--- src/rtl/pc_gen_if.sv ---
// ============================================================================
// Module   : pc_gen_if
// Purpose  : Fetch/redirect bundle between the pipeline and the PC generator.
// Revision : 1.0  initial release
// ============================================================================
`default_nettype none

interface pc_gen_if #(
    parameter int XLEN = 64
);
    logic            stall_i;
    logic            fetch_valid_o;
    logic            fetch_ready_i;
    logic            inst_len2_i;
    logic            branch_taken_i;
    logic [XLEN-1:0] branch_tgt_i;
    logic            trap_taken_i;
    logic [XLEN-1:0] trap_tgt_i;
    logic            xret_i;
    logic [XLEN-1:0] xret_tgt_i;
    logic            wfi_i;
    logic            irq_pending_i;
    logic [XLEN-1:0] pc_o;
    logic [1:0]      state_o;
    logic            exc_en_o;
    logic [3:0]      exc_code_o;
    logic [XLEN-1:0] exc_val_o;

    modport slave (
        input  stall_i, fetch_ready_i, inst_len2_i,
        input  branch_taken_i, branch_tgt_i, trap_taken_i, trap_tgt_i,
        input  xret_i, xret_tgt_i, wfi_i, irq_pending_i,
        output fetch_valid_o, pc_o, state_o, exc_en_o, exc_code_o, exc_val_o
    );

    modport master (
        output stall_i, fetch_ready_i, inst_len2_i,
        output branch_taken_i, branch_tgt_i, trap_taken_i, trap_tgt_i,
        output xret_i, xret_tgt_i, wfi_i, irq_pending_i,
        input  fetch_valid_o, pc_o, state_o, exc_en_o, exc_code_o, exc_val_o
    );
endinterface

`default_nettype wire

--- src/rtl/pc_gen.sv ---
// ============================================================================
// Module   : pc_gen
// Purpose  : Program-counter generator with redirect priority, WFI sleep and
//            sticky misaligned-PC exception.
// Revision : 1.0  initial release
// ============================================================================
`default_nettype none

module pc_gen #(
    parameter int          XLEN       = 64,
    parameter logic [63:0] RESET_VEC  = 64'h8000_0000,
    parameter bit          C_EXT      = 1'b0,
    parameter int          BOOT_DELAY = 2
) (
    input  wire logic clk,
    input  wire logic rst,
    pc_gen_if.slave   bus
);

    typedef enum logic [1:0] {
        ST_BOOT = 2'd0,
        ST_RUN  = 2'd1,
        ST_WFI  = 2'd2,
        ST_EXC  = 2'd3
    } state_t;

    localparam logic [XLEN-1:0] c_reset_pc = RESET_VEC[XLEN-1:0];
    localparam int              c_cnt_w    = (BOOT_DELAY > 1) ? $clog2(BOOT_DELAY) : 1;
    localparam logic [c_cnt_w-1:0] c_cnt_last = c_cnt_w'(BOOT_DELAY - 1);

    state_t              r_state;
    state_t              w_state_nxt;
    logic [XLEN-1:0]     r_pc;
    logic [XLEN-1:0]     w_pc_nxt;
    logic [c_cnt_w-1:0]  r_cnt;
    logic [c_cnt_w-1:0]  w_cnt_nxt;
    logic [XLEN-1:0]     w_step;
    logic [XLEN-1:0]     w_pc_seq;
    logic                w_load;
    logic [XLEN-1:0]     w_load_tgt;

    function automatic logic misaligned(input logic [XLEN-1:0] pc);
        return C_EXT ? pc[0] : |pc[1:0];
    endfunction

    always_ff @(posedge clk or posedge rst) begin
        if (rst) begin
            r_state <= ST_BOOT;
            r_pc    <= c_reset_pc;
            r_cnt   <= '0;
        end else begin
            r_state <= w_state_nxt;
            r_pc    <= w_pc_nxt;
            r_cnt   <= w_cnt_nxt;
        end
    end

    always_comb begin
        w_state_nxt = r_state;
        w_pc_nxt    = r_pc;
        w_cnt_nxt   = r_cnt;
        w_load      = 1'b0;
        w_load_tgt  = bus.trap_tgt_i;
        w_step      = (C_EXT && bus.inst_len2_i) ? XLEN'(2) : XLEN'(4);
        w_pc_seq    = r_pc + w_step;

        unique case (r_state)
            ST_BOOT: begin
                w_cnt_nxt = r_cnt + 1'b1;
                if (r_cnt == c_cnt_last) begin
                    w_state_nxt = ST_RUN;
                end
            end
            ST_RUN: begin
                // Trap entry overrides stall; everything else waits for it.
                if (bus.trap_taken_i) begin
                    w_load = 1'b1;
                end else if (!bus.stall_i) begin
                    if (bus.xret_i) begin
                        w_load     = 1'b1;
                        w_load_tgt = bus.xret_tgt_i;
                    end else if (bus.branch_taken_i) begin
                        w_load     = 1'b1;
                        w_load_tgt = bus.branch_tgt_i;
                    end else if (bus.fetch_ready_i) begin
                        w_pc_nxt = w_pc_seq;
                        if (bus.wfi_i) begin
                            w_state_nxt = ST_WFI;
                        end
                    end
                end
            end
            ST_WFI: begin
                if (bus.trap_taken_i) begin
                    w_load = 1'b1;
                end else if (bus.irq_pending_i) begin
                    w_state_nxt = ST_RUN;
                end
            end
            ST_EXC: begin
                w_load = bus.trap_taken_i;
            end
            default: begin
                w_state_nxt = ST_BOOT;
            end
        endcase

        // Every redirect funnels here so the alignment check covers them all.
        if (w_load) begin
            w_pc_nxt    = w_load_tgt;
            w_state_nxt = misaligned(w_load_tgt) ? ST_EXC : ST_RUN;
        end
    end

    assign bus.pc_o          = r_pc;
    assign bus.state_o       = r_state;
    assign bus.fetch_valid_o = (r_state == ST_RUN);
    assign bus.exc_en_o      = (r_state == ST_EXC);
    assign bus.exc_code_o    = 4'd0;
    assign bus.exc_val_o     = (r_state == ST_EXC) ? r_pc : '0;

endmodule

`default_nettype wire
--- src/flat_wrapper.sv ---
// flat-port wrapper written by rule: the top's interface ports become plain ports
module pc_gen_flat 
#(
    parameter int          XLEN       = 64,
    parameter logic [63:0] RESET_VEC  = 64'h8000_0000,
    parameter bit          C_EXT      = 1'b0,
    parameter int          BOOT_DELAY = 2
)
  (clk, rst, bus_stall_i, bus_fetch_ready_i, bus_inst_len2_i, bus_branch_taken_i, bus_branch_tgt_i, bus_trap_taken_i, bus_trap_tgt_i, bus_xret_i, bus_xret_tgt_i, bus_wfi_i, bus_irq_pending_i, bus_fetch_valid_o, bus_pc_o, bus_state_o, bus_exc_en_o, bus_exc_code_o, bus_exc_val_o);
  pc_gen_if #(.XLEN(XLEN)) bus_i ();
  input  wire logic clk;
  input  wire logic rst;
  input wire logic [$bits(bus_i.stall_i)-1:0] bus_stall_i;
  input wire logic [$bits(bus_i.fetch_ready_i)-1:0] bus_fetch_ready_i;
  input wire logic [$bits(bus_i.inst_len2_i)-1:0] bus_inst_len2_i;
  input wire logic [$bits(bus_i.branch_taken_i)-1:0] bus_branch_taken_i;
  input wire logic [$bits(bus_i.branch_tgt_i)-1:0] bus_branch_tgt_i;
  input wire logic [$bits(bus_i.trap_taken_i)-1:0] bus_trap_taken_i;
  input wire logic [$bits(bus_i.trap_tgt_i)-1:0] bus_trap_tgt_i;
  input wire logic [$bits(bus_i.xret_i)-1:0] bus_xret_i;
  input wire logic [$bits(bus_i.xret_tgt_i)-1:0] bus_xret_tgt_i;
  input wire logic [$bits(bus_i.wfi_i)-1:0] bus_wfi_i;
  input wire logic [$bits(bus_i.irq_pending_i)-1:0] bus_irq_pending_i;
  output wire logic [$bits(bus_i.fetch_valid_o)-1:0] bus_fetch_valid_o;
  output wire logic [$bits(bus_i.pc_o)-1:0] bus_pc_o;
  output wire logic [$bits(bus_i.state_o)-1:0] bus_state_o;
  output wire logic [$bits(bus_i.exc_en_o)-1:0] bus_exc_en_o;
  output wire logic [$bits(bus_i.exc_code_o)-1:0] bus_exc_code_o;
  output wire logic [$bits(bus_i.exc_val_o)-1:0] bus_exc_val_o;
  assign bus_i.stall_i = bus_stall_i;
  assign bus_i.fetch_ready_i = bus_fetch_ready_i;
  assign bus_i.inst_len2_i = bus_inst_len2_i;
  assign bus_i.branch_taken_i = bus_branch_taken_i;
  assign bus_i.branch_tgt_i = bus_branch_tgt_i;
  assign bus_i.trap_taken_i = bus_trap_taken_i;
  assign bus_i.trap_tgt_i = bus_trap_tgt_i;
  assign bus_i.xret_i = bus_xret_i;
  assign bus_i.xret_tgt_i = bus_xret_tgt_i;
  assign bus_i.wfi_i = bus_wfi_i;
  assign bus_i.irq_pending_i = bus_irq_pending_i;
  assign bus_fetch_valid_o = bus_i.fetch_valid_o;
  assign bus_pc_o = bus_i.pc_o;
  assign bus_state_o = bus_i.state_o;
  assign bus_exc_en_o = bus_i.exc_en_o;
  assign bus_exc_code_o = bus_i.exc_code_o;
  assign bus_exc_val_o = bus_i.exc_val_o;
  pc_gen #(.XLEN(XLEN), .RESET_VEC(RESET_VEC), .C_EXT(C_EXT), .BOOT_DELAY(BOOT_DELAY)) u_core (.clk(clk), .rst(rst), .bus(bus_i));
endmodule
--- config.mk ---
export PLATFORM = sky130hd
export DESIGN_NAME = pc_gen_flat
export DESIGN_NICKNAME = d
export VERILOG_FILES = /design/src/rtl/pc_gen_if.sv /design/src/rtl/pc_gen.sv /design/src/flat_wrapper.sv
export SDC_FILE = /design/constraint.sdc
export NUM_CORES = 1
export LEC_CHECK = 0
export ABC_AREA = 1
export CAP_MARGIN = 20
export CORE_AREA = 2 2 131 133
export CTS_CLUSTER_SIZE = 10
export DETAILED_ROUTE_END_ITERATION = 7
export DIE_AREA = 0 0 133 135
export PLACE_DENSITY = 0.79
export SYNTH_ARGS = -nofsm -noshare
export SYNTH_HDL_FRONTEND = slang
export SYNTH_SLANG_ARGS = --single-unit
export TNS_END_PERCENT = 100
--- constraint.sdc ---
create_clock -name clk -period 2.5 [get_ports clk]
set_clock_uncertainty 0.15 [all_clocks]
set_input_delay 0.5 -clock clk [delete_from_list [all_inputs] [get_ports clk]]
set_output_delay 0.5 -clock clk [all_outputs]
set_load 0.05 [all_outputs]
* Word level (Yosys, flattened, before mapping)
Index checks and enable logic that the tools add are counted.
Word-level totals: memories 0, latch bits 0, memory bits (read-only) 0, input bits 202, RAM bits 0, register bits after elaboration 67, logic and storage cells 59, output and inout bits 136
Operators by class: eq/ne operators 16, reduce and logical (&&, ||, !) cells 7, divide/modulo/power cells 0, shift operators 0, add/subtract/negate cells 2, $lt $le $gt $ge 0, bitwise gates (word level) 0, multiplexer cells 31, multiply operators 0
Operator list (count):
- two-way mux 64 bit | 13
- adder 64 x 3 -> 64 bit (second input constant) | 1
- != test 3 x 2 -> 1 bit (second input constant) | 8
- two-way mux 2 bit | 11
- AND reduction 10 bit | 1
- != test 2 x 1 -> 1 bit (second input constant) | 4
- case mux 2 bit (3 select lines) | 1
- AND reduction 6 bit | 1
- two-way mux 1 bit | 5
- equality test 2 bit (second input constant) | 2
- nonzero test 2 bit | 2
- nonzero test 4 bit | 1
- != test 3 x 1 -> 1 bit (second input constant) | 1
- case mux 1 bit (3 select lines) | 1
- equality test 2 x 1 -> 1 bit (second input constant) | 1
- zero test 2 bit | 1
- OR reduction 2 bit | 1
- adder 1 bit (second input constant) | 1

* Depth between registers and ports, before layout
Gate-level depths: netlist of run 1.
word-level depth 8, gate-level depth with buffers 12, depth with buffers taken out 12

* Worst setup path after synthesis of run 1
No wires, ideal clock.
path type flip-flop to output port, start point reg u_core.r_state[1] (netlist: u_core.bus.state_o[1]), end point out bus_exc_val_o[50], arrival 1.900 ns, path buffers 2, cell stages (with the launch flop) 5, required time 1.850 ns, slack -0.050 ns, cells stage by stage dfrtp_1 -> nand2_1 -> clkbuf_1 -> clkbuf_1 -> nor2_1
On the way: cells in the longest elaborated chain, start to end 2
RTL lines:
- start: declaration | RTL line pc_gen.sv:31 | state_t r_state;
- start signal: assignment | RTL line pc_gen.sv:52 | r_state <= w_state_nxt;
- equality test 2 bit | RTL line pc_gen.sv:120 | assign bus.exc_val_o = (r_state == ST_EXC) ? r_pc : '0;
- two-way mux 64 bit | RTL line pc_gen.sv:120
- end: declaration | RTL line flat_wrapper.sv:29 | output wire logic [$bits(bus_i.exc_val_o)-1:0] bus_exc_val_o;
Every way passes these cells.

* Worst setup path in the final report of run 1
start point reg u_core.r_pc[23] (netlist: u_core.bus.pc_o[23]), end point out bus_pc_o[23]
RTL lines:
- start: declaration | RTL line pc_gen.sv:33 | logic [XLEN-1:0] r_pc;
- start signal: assignment | RTL line pc_gen.sv:49 | r_pc <= c_reset_pc;
- start signal: assignment | RTL line pc_gen.sv:53 | r_pc <= w_pc_nxt;
- end: declaration | RTL line flat_wrapper.sv:25 | output wire logic [$bits(bus_i.pc_o)-1:0] bus_pc_o;
No word-level cell between the ends.

==> results.json, run 1 <==
{
  "outcome": "finished clean",
  "setup_viol": 0,
  "worstPathArrival_ns": 1.76,
  "finalPower_uw": 16300,
  "cp_num_buf_inv": 1,
  "synthTopCellsByArea": "dfrtp_1 (25%), nand2_1 (18%), nor2_1 (13%)",
  "hold_class": "flop to flop",
  "clock-sinks": 67,
  "reg2reg_to": "u_core.bus.pc_o[46]",
  "crit_fanout": 6,
  "post_drt_wl_per_cell_um": 19.5,
  "syn_area_per_cell_um2": 5.69,
  "ir_worst_vdd_mv": 1.31,
  "vias": 9518,
  "io_pins": 338,
  "startpoint_type": "flop",
  "max_slew_margin_pct": 62.6,
  "tns_ns": 0,
  "synth-edff-count": 0,
  "synth.most_common_cell": "nand2_1",
  "grt_max_degree": 68,
  "drcViolationCount": 0,
  "critical_path_class": "flop to primary output",
  "synthToLayoutAreaGrowth_pct": 74.5,
  "routed_wl_mm": 34.0,
  "core_um2": 16400,
  "p_leak_uw": 0.00496,
  "ys_ff_latch": 67,
  "path_delay_family": "buffers and inverters",
  "worstPathCellList": "clkdlybuf4s50_1",
  "slowest_stage": "clkdlybuf4s50_1",
  "final-instance-count-excl-fill": 1743,
  "gp_congestion": 0.986,
  "rsz0062_at_grt": "no",
  "critPathRequiredTime_ns": 1.85,
  "layout_min_cycle_time_ns": 2.41,
  "drt_first_pass_iters": 8,
  "die-area_um2": 18000,
  "sw_frac_of_total_pct": 55.9,
  "powerDensity_nw_per_um2": 1410,
  "syn_area_um2": 6640,
  "clockRootBuffer": "clkbuf_16",
  "antenna_found_initial": 0,
  "fmax_mhz": 415,
  "fin_crit_sh_pct": 96.4,
  "cp_slowest_stage_delay_ns": 0.87,
  "overflow": 0,
  "pwr-share-seq_pct": 15.8,
  "dieHeight_um": 135,
  "detail_route.vias_per_cell": 5.46,
  "yosysSeqAreaShare_pct": 25.3,
  "end_kind": "primary output",
  "min_from": "u_core.r_cnt",
  "synth_commonest_cells": "nand2_1 (322), nor2_1 (230), inv_1 (108)",
  "reg2reg_from": "u_core.bus.pc_o[3]",
  "portBuffers": 332,
  "intPower_uw": 7190,
  "drt_iter0_drc": 1023,
  "rows": 47,
  "post-dp-hpwl_mm": 27.8,
  "yosysUniqueCellTypes": 37,
  "die_x_um": 133,
  "combPwrFrac_pct": 74.9,
  "cp.depth": 1,
  "cap_viol_max_count": 0,
  "ys.flop_type": "dfrtp_1",
  "globalRouteTotalUtil_pct": 37.7,
  "h-tree-depth": 3,
  "ant_nets": 0,
  "start_util_pct": 40.5,
  "diodes": 0,
  "startpoint": "u_core.bus.pc_o[23]",
  "p_clk_share_pct": 9.3,
  "yosysTopAreaCellShare_pct": 24.9,
  "cts_tree": "built",
  "ctsLongestPathBuffers": 2,
  "async_flop_share_pct": 100,
  "worstMarginPinSlew_ns": 0.559,
  "clk_pin_slew_ns": 0.06,
  "yosysWarningCount": 0,
  "ff2ff_setup_slack_ns": 0.21,
  "layout.nets": 1721,
  "grt_pass1_wl_mm": 51.7,
  "critPathCapture": "bus_pc_o[23]",
  "r2r_cells": 12,
  "drive_gt1_share_pct": 11.8,
  "netSwitchingPower_uw": 9110,
  "timing.final.hold_violations": 0,
  "cts_buffers": 9,
  "placedCellCount": 1727,
  "grt_pass1_vias": 8899,
  "cts_setup_buffers": 0,
  "insertion_delay_ns": 0.35,
  "slew_violations": 0,
  "synth_cells": 1168,
  "yosysTopAreaCell": "dfrtp_1"
}
routing by layer:
metal  global-route usage [%]  routed length, µm  vias to the layer above
li1                         -                  -                     4528
met1                     51.9              14100                     4374
met2                     60.6              15700                      550
met3                     4.73               3020                       66
met4                     14.3               1140                        0
met5                        0                  0                        -
how the worst min path moves through the flow:
stage | to | slack (ns) | cells after the start
after global routing | u_core.r_cnt | 0.41 | 2
after floorplan | u_core.r_cnt | 0.31 | 2
after CTS | u_core.r_cnt | 0.37 | 2
after global placement | u_core.r_cnt | 0.33 | 2
final | u_core.r_cnt | 0.37 | 2
after detailed placement | u_core.r_cnt | 0.35 | 2
area by class of cell:
cell class                 instances  area, µm²
fill                            1357       4820
timing repair buffer             398       4600
multi-input combinational        929       4270
sequential                        67       1680
inverter                         113        424
tap                              220        275
clock buffer                       9        225
clock inverter                     7        116
placed cells by master (no fill, tap or decap), drive strengths merged:
master         count
a21oi             72
nand4             12
o31ai              1
nor3               2
bufinv             3
dfstp              1
dfrtp             66
nor3b              1
clkbuf             9
or2                1
inv              113
xor2              13
buf              133
o22ai             63
clkinv             3
conb               4
ha                 1
o211ai            18
a31oi             15
o21ai            109
clkinvlp           1
o21bai             1
a211oi             1
nor2             242
clkdlybuf4s50    265
a22oi              4
nand3b             1
nand3             44
nand2            324
timing repair:
action	CTS	global route
endpoints found under the setup margin	0	3
gates resized for setup	0	1
hold buffers	0	0
power by group through the flow:
stage	Combinational [µW]	Sequential (µW)	Clock [µW]
3_3_place_gp	12000	2520	0
3_5_place_dp	12100	2540	0
5_1_grt	12900	2650	1570
4_1_cts	12100	2530	1520
6_report	12200	2570	1520
2_1_floorplan	5160	4080	0
through the flow:
| stage | worst slack [ns] | hold WS, ns | utilization [%] | cell area, µm² |
|---|---|---|---|---|
| 4_1_cts | 0.111 | 0.367 | 70.6 | 11600 |
| 5_1_grt | 0.0278 | 0.407 | 70.6 | 11600 |
| 3_3_place_gp | 0.0186 | 0.328 | 68.5 | 11200 |
| 6_report | 0.0897 | 0.373 | 70.6 | 11600 |
| 2_1_floorplan | -0.0504 | 0.308 | - | 6650 |
| 3_5_place_dp | -0.00919 | 0.346 | 68.5 | 11200 |
sequential cells by signal, indices dropped and copies added (netlist names):
name                cells
u_core.bus.state_o      2
u_core.bus.pc_o        64
u_core.r_cnt            1
cell families after synthesis:
family,count (synthesis),share of synthesized area [%]
flops,67,25.3
compound gates,284,23.9
fa+ha+maj,1,0.188
buf+inv,175,10.9
xor+xnor,13,1.71
other cells,1,0.0565
simple gates,627,38.0
No activity file was read; power rests on OpenSTA's default activity.
==> inputs of run 2 (changes only) <==
--- a/config.mk
+++ b/config.mk
@@ -8,6 +8,7 @@
 export ABC_AREA = 1
 export CAP_MARGIN = 20
 export CORE_AREA = 2 2 131 133
+export CTS_CLUSTER_DIAMETER = 100
 export CTS_CLUSTER_SIZE = 10
 export DETAILED_ROUTE_END_ITERATION = 7
 export DIE_AREA = 0 0 133 135
==> results of run 2 <==
The final DEF is identical to that of run 1; final timing and power are the same.
==> inputs of run 3 (changes only) <==
--- a/config.mk
+++ b/config.mk
@@ -12,7 +12,9 @@
 export CTS_CLUSTER_SIZE = 10
 export DETAILED_ROUTE_END_ITERATION = 7
 export DIE_AREA = 0 0 133 135
-export PLACE_DENSITY = 0.79
+export DONT_BUFFER_PORTS = 1
+export PLACE_DENSITY = 0.53
+export SLEW_MARGIN = 20
 export SYNTH_ARGS = -nofsm -noshare
 export SYNTH_HDL_FRONTEND = slang
 export SYNTH_SLANG_ARGS = --single-unit
==> results.json, run 3 (same netlist as run 1, synthesis figures left out) <==
{
  "die-area_um2": 18000,
  "critical_path_class": "flop to primary output",
  "layout.nets": 1476,
  "hold_class": "primary input to flop",
  "largest_reg_flops": 64,
  "combPwrFrac_pct": 72.8,
  "rsz0062_at_grt": "no",
  "slew_violations": 0,
  "crit_fanout": 65,
  "setup_viol": 0,
  "h-tree-depth": 3,
  "start_util_pct": 40.5,
  "cap_viol_max_count": 0,
  "final_cell_mix": "nand2_1 (320), nor2_1 (230), buf_4 (143), inv_1 (106), o21ai_0 (79)",
  "ff2ff_setup_slack_ns": 0.24,
  "multi_input_comb_area_um2": 4260,
  "dpl-instance-area_um2": 7900,
  "drcViolationCount": 0,
  "rows": 47,
  "p_leak_uw": 0.00376,
  "core_um2": 16400,
  "dieHeight_um": 135,
  "layout_min_cycle_time_ns": 2.41,
  "grt_pass1_wl_mm": 46.7,
  "finalPower_uw": 13800,
  "mostFrequentLayoutCell": "nand2_1",
  "reg2reg_from": "u_core.bus.state_o[1]",
  "min_from": "bus_trap_taken_i",
  "grt_pass1_vias": 7775,
  "post_drt_wl_per_cell_um": 20.8,
  "ir_worst_vdd_mv": 0.901,
  "outcome": "finished clean",
  "intPower_uw": 5120,
  "crit_top_cell": "buf_4",
  "detail_route.vias_per_cell": 5.56,
  "slowest_stage": "dfrtp_1",
  "netSwitchingPower_uw": 8670,
  "fin_crit_sh_pct": 96.2,
  "insertion_delay_ns": 0.35,
  "sw_frac_of_total_pct": 62.9,
  "drt_iter0_drc": 682,
  "grt_max_degree": 94,
  "clock-sinks": 67,
  "hold_depth": 2,
  "setup_slack_ns": 0.0946,
  "drt_first_pass_iters": 5,
  "cp_slowest_stage_delay_ns": 0.41,
  "worstMarginPinSlew_ns": 0.726,
  "path_delay_family": "buffers and inverters",
  "fill_cells": 1818,
  "worstPathCellList": "buf_4 -> nand2_2 -> buf_12 -> nor2_1 -> buf_4",
  "ant_nets": 0,
  "startpoint_type": "flop",
  "cp_num_buf_inv": 3,
  "regArea_um2": 1680,
  "max_slew_margin_pct": 51.5,
  "io_pins": 338,
  "stdcell_area_um2": 8200,
  "p_clk_share_pct": 9.6,
  "globalRouteTotalUtil_pct": 34.4,
  "critPathRequiredTime_ns": 1.85,
  "die_x_um": 133,
  "gp_congestion": 0.925,
  "cts_tree": "built",
  "clockRootBuffer": "clkbuf_16",
  "overflow": 0,
  "worstPathArrival_ns": 1.76,
  "powerDensity_nw_per_um2": 1680,
  "cp.depth": 5,
  "routed_wl_mm": 31.1,
  "synthToLayoutAreaGrowth_pct": 23.5,
  "startpoint": "u_core.bus.state_o[1]",
  "drive_gt1_share_pct": 15.3,
  "utilization_pct": 50.0,
  "end_kind": "primary output",
  "diodes": 0,
  "clk_pin_slew_ns": 0.06,
  "post-dp-hpwl_mm": 24.9,
  "vias": 8325,
  "antenna_found_initial": 0,
  "place_ws_ns": 0.263,
  "timing.final.hold_violations": 0,
  "r2r_cells": 8,
  "portBuffers": 0,
  "ctsLongestPathBuffers": 2,
  "pwr-share-seq_pct": 17.7,
  "fmax_mhz": 416,
  "cts_buffers": 9
}
-- run 3: layout make-up --
class / instances / area share (%)
inverter: 113 / 5.17
clock inverter: 6 / 0.794
clock buffer: 10 / 2.79
sequential: 67 / 20.5
timing repair buffer: 153 / 15.4
tap: 220 / 3.36
multi-input combinational: 929 / 52.0
-- run 3: final timing paths --
| kind | to |
|---|---|
| setup reg to reg | u_core.bus.pc_o[24] |
| hold / removal | u_core.bus.pc_o[4] |
| min in group asynchronous | u_core.bus.pc_o[13] |
| setup / recovery | bus_exc_val_o[26] |
| max in group asynchronous | u_core.bus.pc_o[61] |
| hold reg to reg | u_core.r_cnt |
-- run 3: worst register-to-register path: stages (launching register included) --
cell and delay [ns]:
dfrtp_1 0.42, inv_1 0.15, nand2_1 0.08, o21ai_2 0.09, o21ai_4 0.10, inv_2 0.54, buf_4 0.31, o211ai_1 0.17
a31oi_1 0.16
-- run 3: what timing repair did --
action                    CTS  global route
buffers inserted            0             0
gates resized for setup     0             0
hold buffers                1             0
hold endpoints to repair   30             0
-- run 3: through the flow --
step                      hold slack, ns  cells  TNS [ns]
final                              0.230   1498         0
after global routing               0.258   1498         0
after CTS                          0.226   1498         0
after detailed placement           0.343   1481         0
after global placement             0.327   1481         0
after floorplan                    0.308   1171     -2.47
-- run 3: routing by layer --
layer | part of all wire, % | track usage, %
met1 | 43 | 48.1
met4 | 2.3 | 9.98
met3 | 10 | 8.18
met5 | 0 | 0
met2 | 44 | 53.1
-- run 3: power by group through the flow --
stage / combinational, µW / clock [µW] / sequential [µW]
3_5_place_dp: 9960 / 0 / 2430
6_report: 10000 / 1320 / 2430
5_1_grt: 10700 / 1370 / 2510
4_1_cts: 9990 / 1330 / 2410
3_3_place_gp: 9910 / 0 / 2430
2_1_floorplan: 5160 / 0 / 4080
==> patch 1 (config.mk and constraints of run 3) <==
`BOOT_DELAY` is set to 2 in 2 places; all go to 1.
--- a/src/rtl/pc_gen.sv
+++ b/src/rtl/pc_gen.sv
@@ -12,3 +12,3 @@
     parameter bit          C_EXT      = 1'b0,
-    parameter int          BOOT_DELAY = 2
+    parameter int          BOOT_DELAY = 1
 ) (
--- a/src/flat_wrapper.sv
+++ b/src/flat_wrapper.sv
@@ -6,3 +6,3 @@
     parameter bit          C_EXT      = 1'b0,
-    parameter int          BOOT_DELAY = 2
+    parameter int          BOOT_DELAY = 1
 )
Behaviour: not the same (Yosys sat finds a counterexample within 4 cycles, from zero or initial values and one cycle with rst high).
==> patch 1 against run 3 <==
  * Count of clock-buffer cells in the layout increased by 5
  * Final area increased by 3.3%
  * Area after synthesis increased by 5.8%
  * Worst setup slack improved by 0.10 ns
  * Power decreased by 0.22%
  * Clock power increased by 4%
  * Critical endpoint is now bus_exc_val_o[60]
  * Register-to-register slack got worse by 0.03 ns
  * Sequential cell count unchanged
  * Sequential share of layout area decreased by 0.62 points
  * Via count decreased by 1.8%
  * Routed wire length decreased by 4.2%
  * Largest cell class unchanged
==> patch 1: results (changes against run 3) <==
stage,metric,value,unit,change
min_path,min_from,bus_trap_tgt_i[8],,
finish,clkbuf_count,15,,+5
sta,fin_ws,0.196,ns,+0.101 ns
route,met2_length,13.6,mm,-0.70%
finish,multi_input_area_share,0.541,,+0.0207
critical_path,critPathMaxStageDelay,0.45,ns,+0.04 ns
placed_design,place_ws,0.240,ns,-0.0226 ns
synthesis,synth_xor_area_frac,0.0175,,+0.000306
critical_path,r2r-end,u_core.bus.pc_o[30]$_DFFE_PP0P_,,
finish,drive_gt1_frac,0.199,,+0.0457
outcome,status,finished clean,,
critical_path,cp_top_family,flip-flops,,
finish,n_all_inverters,135,,+19%
placed_design,hpwl,24.1,mm,-3.2%
finish,seq_cell_count,67,,unchanged
pwr,leakage,3.48,nW,-7.5%
route,drt-initial-drc-count,654,,-4.1%
critical_path,timing.rr.start,u_core.bus.state_o[0]$_DFFE_PP0P_,,
synthesis,ys_warn_count,0,,unchanged
min_path,hold_path_end,u_core.bus.pc_o[8]$_DFFE_PP0P_,,
grt,track_usage,0.327,,-0.0176
synthesis,synth_compound_area_frac,0.190,,-0.0493
finish,antenna_cells,1,,+1
synthesis,synth_cell_types,48,,+30%
grt,grt_pass1_wl,44.1,mm,-5.6%
finish,final_nets,1469,,-0.47%
sta,fin_hold_ws,0.203,ns,-0.0272 ns
critical_path,r2r_setup_slack,0.21,ns,-0.03 ns
grt,grt_antenna_before_repair,1,,+1
sta,worst_slew_pin_slew,0.575,ns,-0.151 ns
grt,grt.met2_usage,0.527,,-0.00345
synthesis,yosysSeqAreaShare,0.239,,-0.0139
critical_path,crit_path_top_delay_cell,dfrtp_2,,
route,drtAntennaViolNets,0,,unchanged
route,wl,29.8,mm,-4.2%
grt,grt_util_met3,0.0477,,-0.0342
synthesis,yosys.area_share.adder,0.0107,,+0.00880
synthesis,synth_common_cells,"nand2_1, nor2_1, inv_1, dfrtp_1, o22ai_1",,
route,routed_via_density,5.50,,-1.1%
grt,grt_max_degree,68,,-28%
finish,sh_seq_area,0.198,,-0.00621
finish,clockNetworkAreaShare,0.0363,,+0.000486
critical_path,crit_fanout,52,,-20%
critical_path,ff2ff_path_depth,10,,+2
pwr,irDropWorstVdd,1020,uV,+13%
critical_path,crit_end,bus_exc_val_o[60],,
grt,grt_pass1_vias,7369,,-5.2%
-- patch 1: cell types whose count changed in the layout (fill, tap and decap cells not counted), moves of 25 or more --
cell,run 3,this run
clkinvlp_4,1,59
o21ai_1,28,3
nand2_1,320,398
a21oi_1,72,44
nor2_1,230,173
buf_4,143,83
inv_1,106,68
-- patch 1: repair_timing --
| item | in CTS | in global routing |
|---|---|---|
| hold buffers | 1 | 0 |
| setup buffers | 0 | 0 |
| gates resized for setup | 0 | 0 |
| endpoints found under the hold margin | 22 | 0 |
-- patch 1: report_power, final --
part           leakage [nW]  switching (mW)  internal (mW)
registers             0.758           0.755           1.64
logic                  2.57            7.45           2.54
clock network         0.150           0.517          0.857
total                  3.48            8.72           5.03
-- patch 1: per-stage QoR --
stage	total power, mW	area (sq um)	std cells
finish	13.8	8470	1487
global route	14.5	8470	1487
CTS	13.7	8470	1486
detailed placement	12.3	8150	1469
global placement	12.3	8150	1469
floorplan	9.76	7280	1213
==> patch 2 (config.mk and constraints of run 3) <==
Without the edit above. Make the reset (`rst`) synchronous in one clocked block.
--- a/src/rtl/pc_gen.sv
+++ b/src/rtl/pc_gen.sv
@@ -45,3 +45,3 @@
 
-    always_ff @(posedge clk or posedge rst) begin
+    always_ff @(posedge clk) begin
         if (rst) begin
Check against the original RTL: differs if rst is asserted again (counterexample within 4 cycles, from zero or initial values and one cycle with rst high); with rst held inactive, the same outputs for 4 cycles.
==> patch 2 against run 3 <==
  * Final area fell by 1.0%
  * Utilization down 0.50 points
  * Sequential cell count unchanged
  * Worst setup slack improved by 0.27 ns
  * Via count up 0.35%
  * Power fell by 30%
  * Non-clock buffer count shrank 1
  * Count of clock-buffer cells in the layout is 4 higher
  * Routed wire length shrank 8.2%
  * Critical path type unchanged
  * Largest cell class unchanged
  * Area after synthesis is 0.90% higher
  * Sequential power decreased by 13%
==> patch 2: results (changes against run 3) <==
stage,metric,value,unit,change
outcome,status,finished clean,,
grt,grt_util_met3,0.0514,,-0.0304
synthesis,yosysSeqAreaShare,0.200,,-0.0525
grt,grt_pass1_vias,7718,,-0.73%
synthesis,synth_flop_cell,dfxtp_1,,
critical_path,crit_path_top_delay_cell,dfxtp_1,,
route,drt-initial-drc-count,587,,-14%
route,dr.pass1.iters,6,,+1
min_path,hold_depth,1,,-1
finish,regArea,0.00134,sq mm,-20%
critical_path,crit_arrival,1.49,ns,-0.27 ns
route,dr_wl_met3,2.27,mm,-29%
grt,grt_pass1_wl,42.8,mm,-8.4%
synthesis,synth_cell_types,34,,-8.1%
route,vias,8354,,+0.35%
sta,fin_hold_ws,0.0601,ns,-0.170 ns
finish,nFillCells,1797,,-1.2%
synthesis,async_flop_share,0,,-1.00
grt,grt_antenna_before_repair,2,,+2
synthesis,synth.area.top_cells,"dfxtp_1, nand2_1, nor2_1, o21ai_0, a21oi_1",,
placed_design,hpwl,23.0,mm,-7.9%
pwr,power_switching,5.58,mW,-36%
placed_design,place_ws,0.458,ns,+0.195 ns
synthesis,synth_common_cells,"nand2_1, nor2_1, o21ai_0, inv_1, a21oi_1",,
critical_path,timing.rr.start,u_core.bus.pc_o[10]$_SDFFE_PP0P_,,
placed_design,placedInstanceArea,0.00784,sq mm,-0.70%
pwr,irDropWorstVdd,944,uV,+4.7%
pwr,clock_power_share,0.129,,+0.033
finish,drive_gt1_frac,0.184,,+0.0311
grt,use_met1,0.384,,-0.0964
pwr,swShare,0.582,,-0.0469
pwr,leakage,3.33,nW,-11%
critical_path,crit_fanout,32,,-51%
critical_path,r2r_setup_slack,0.46,ns,+0.22 ns
route,wl,28.6,mm,-8.2%
min_path,hold_path_end,u_core.bus.state_o[1]$_SDFFE_PP0P_,,
min_path,min_from,rst,,
critical_path,crit_start,u_core.bus.state_o[0]$_SDFFE_PP0P_,,
sta,fmax,468,MHz,+13%
critical_path,crit_end,bus_exc_val_o[25],,
route,routed_via_density,5.45,,-1.9%
critical_path,ff2ff_path_depth,10,,+2
route,routed.top_layer,met5,,
patch 2: changes by cell type in the layout (fill, tap and decap cells not counted), moves of 20 or more:
cell / change
dfxtp_1: +67
nand2_1: -28
o21ai_1: -20
o21ai_0: +59
dfrtp_1: -66
a21oi_1: +21
nor2_1: -39
patch 2: cells by family (layout without fill, tap and decap cells):
group,count (synthesis),in the layout,share of synthesized area
flip-flops,67,67,0.200
adder cells (fa/ha/maj),1,1,0.00187
buffers and inverters,196,295,0.126
other,1,5,0.000560
AND/OR/NAND/NOR,591,591,0.375
AO/OA/AOI/OAI,346,346,0.287
XOR/XNOR,8,8,0.0105
patch 2: cell type report:
cell class / instances / share of cell area
clock buffers: 14 / 0.0325
diodes: 1 / 0.000308
clock inverters: 2 / 0.00123
inverters: 127 / 0.0587
multi-input cells: 950 / 0.558
well taps: 220 / 0.0339
repair buffers: 152 / 0.150
flip-flops and latches: 67 / 0.165
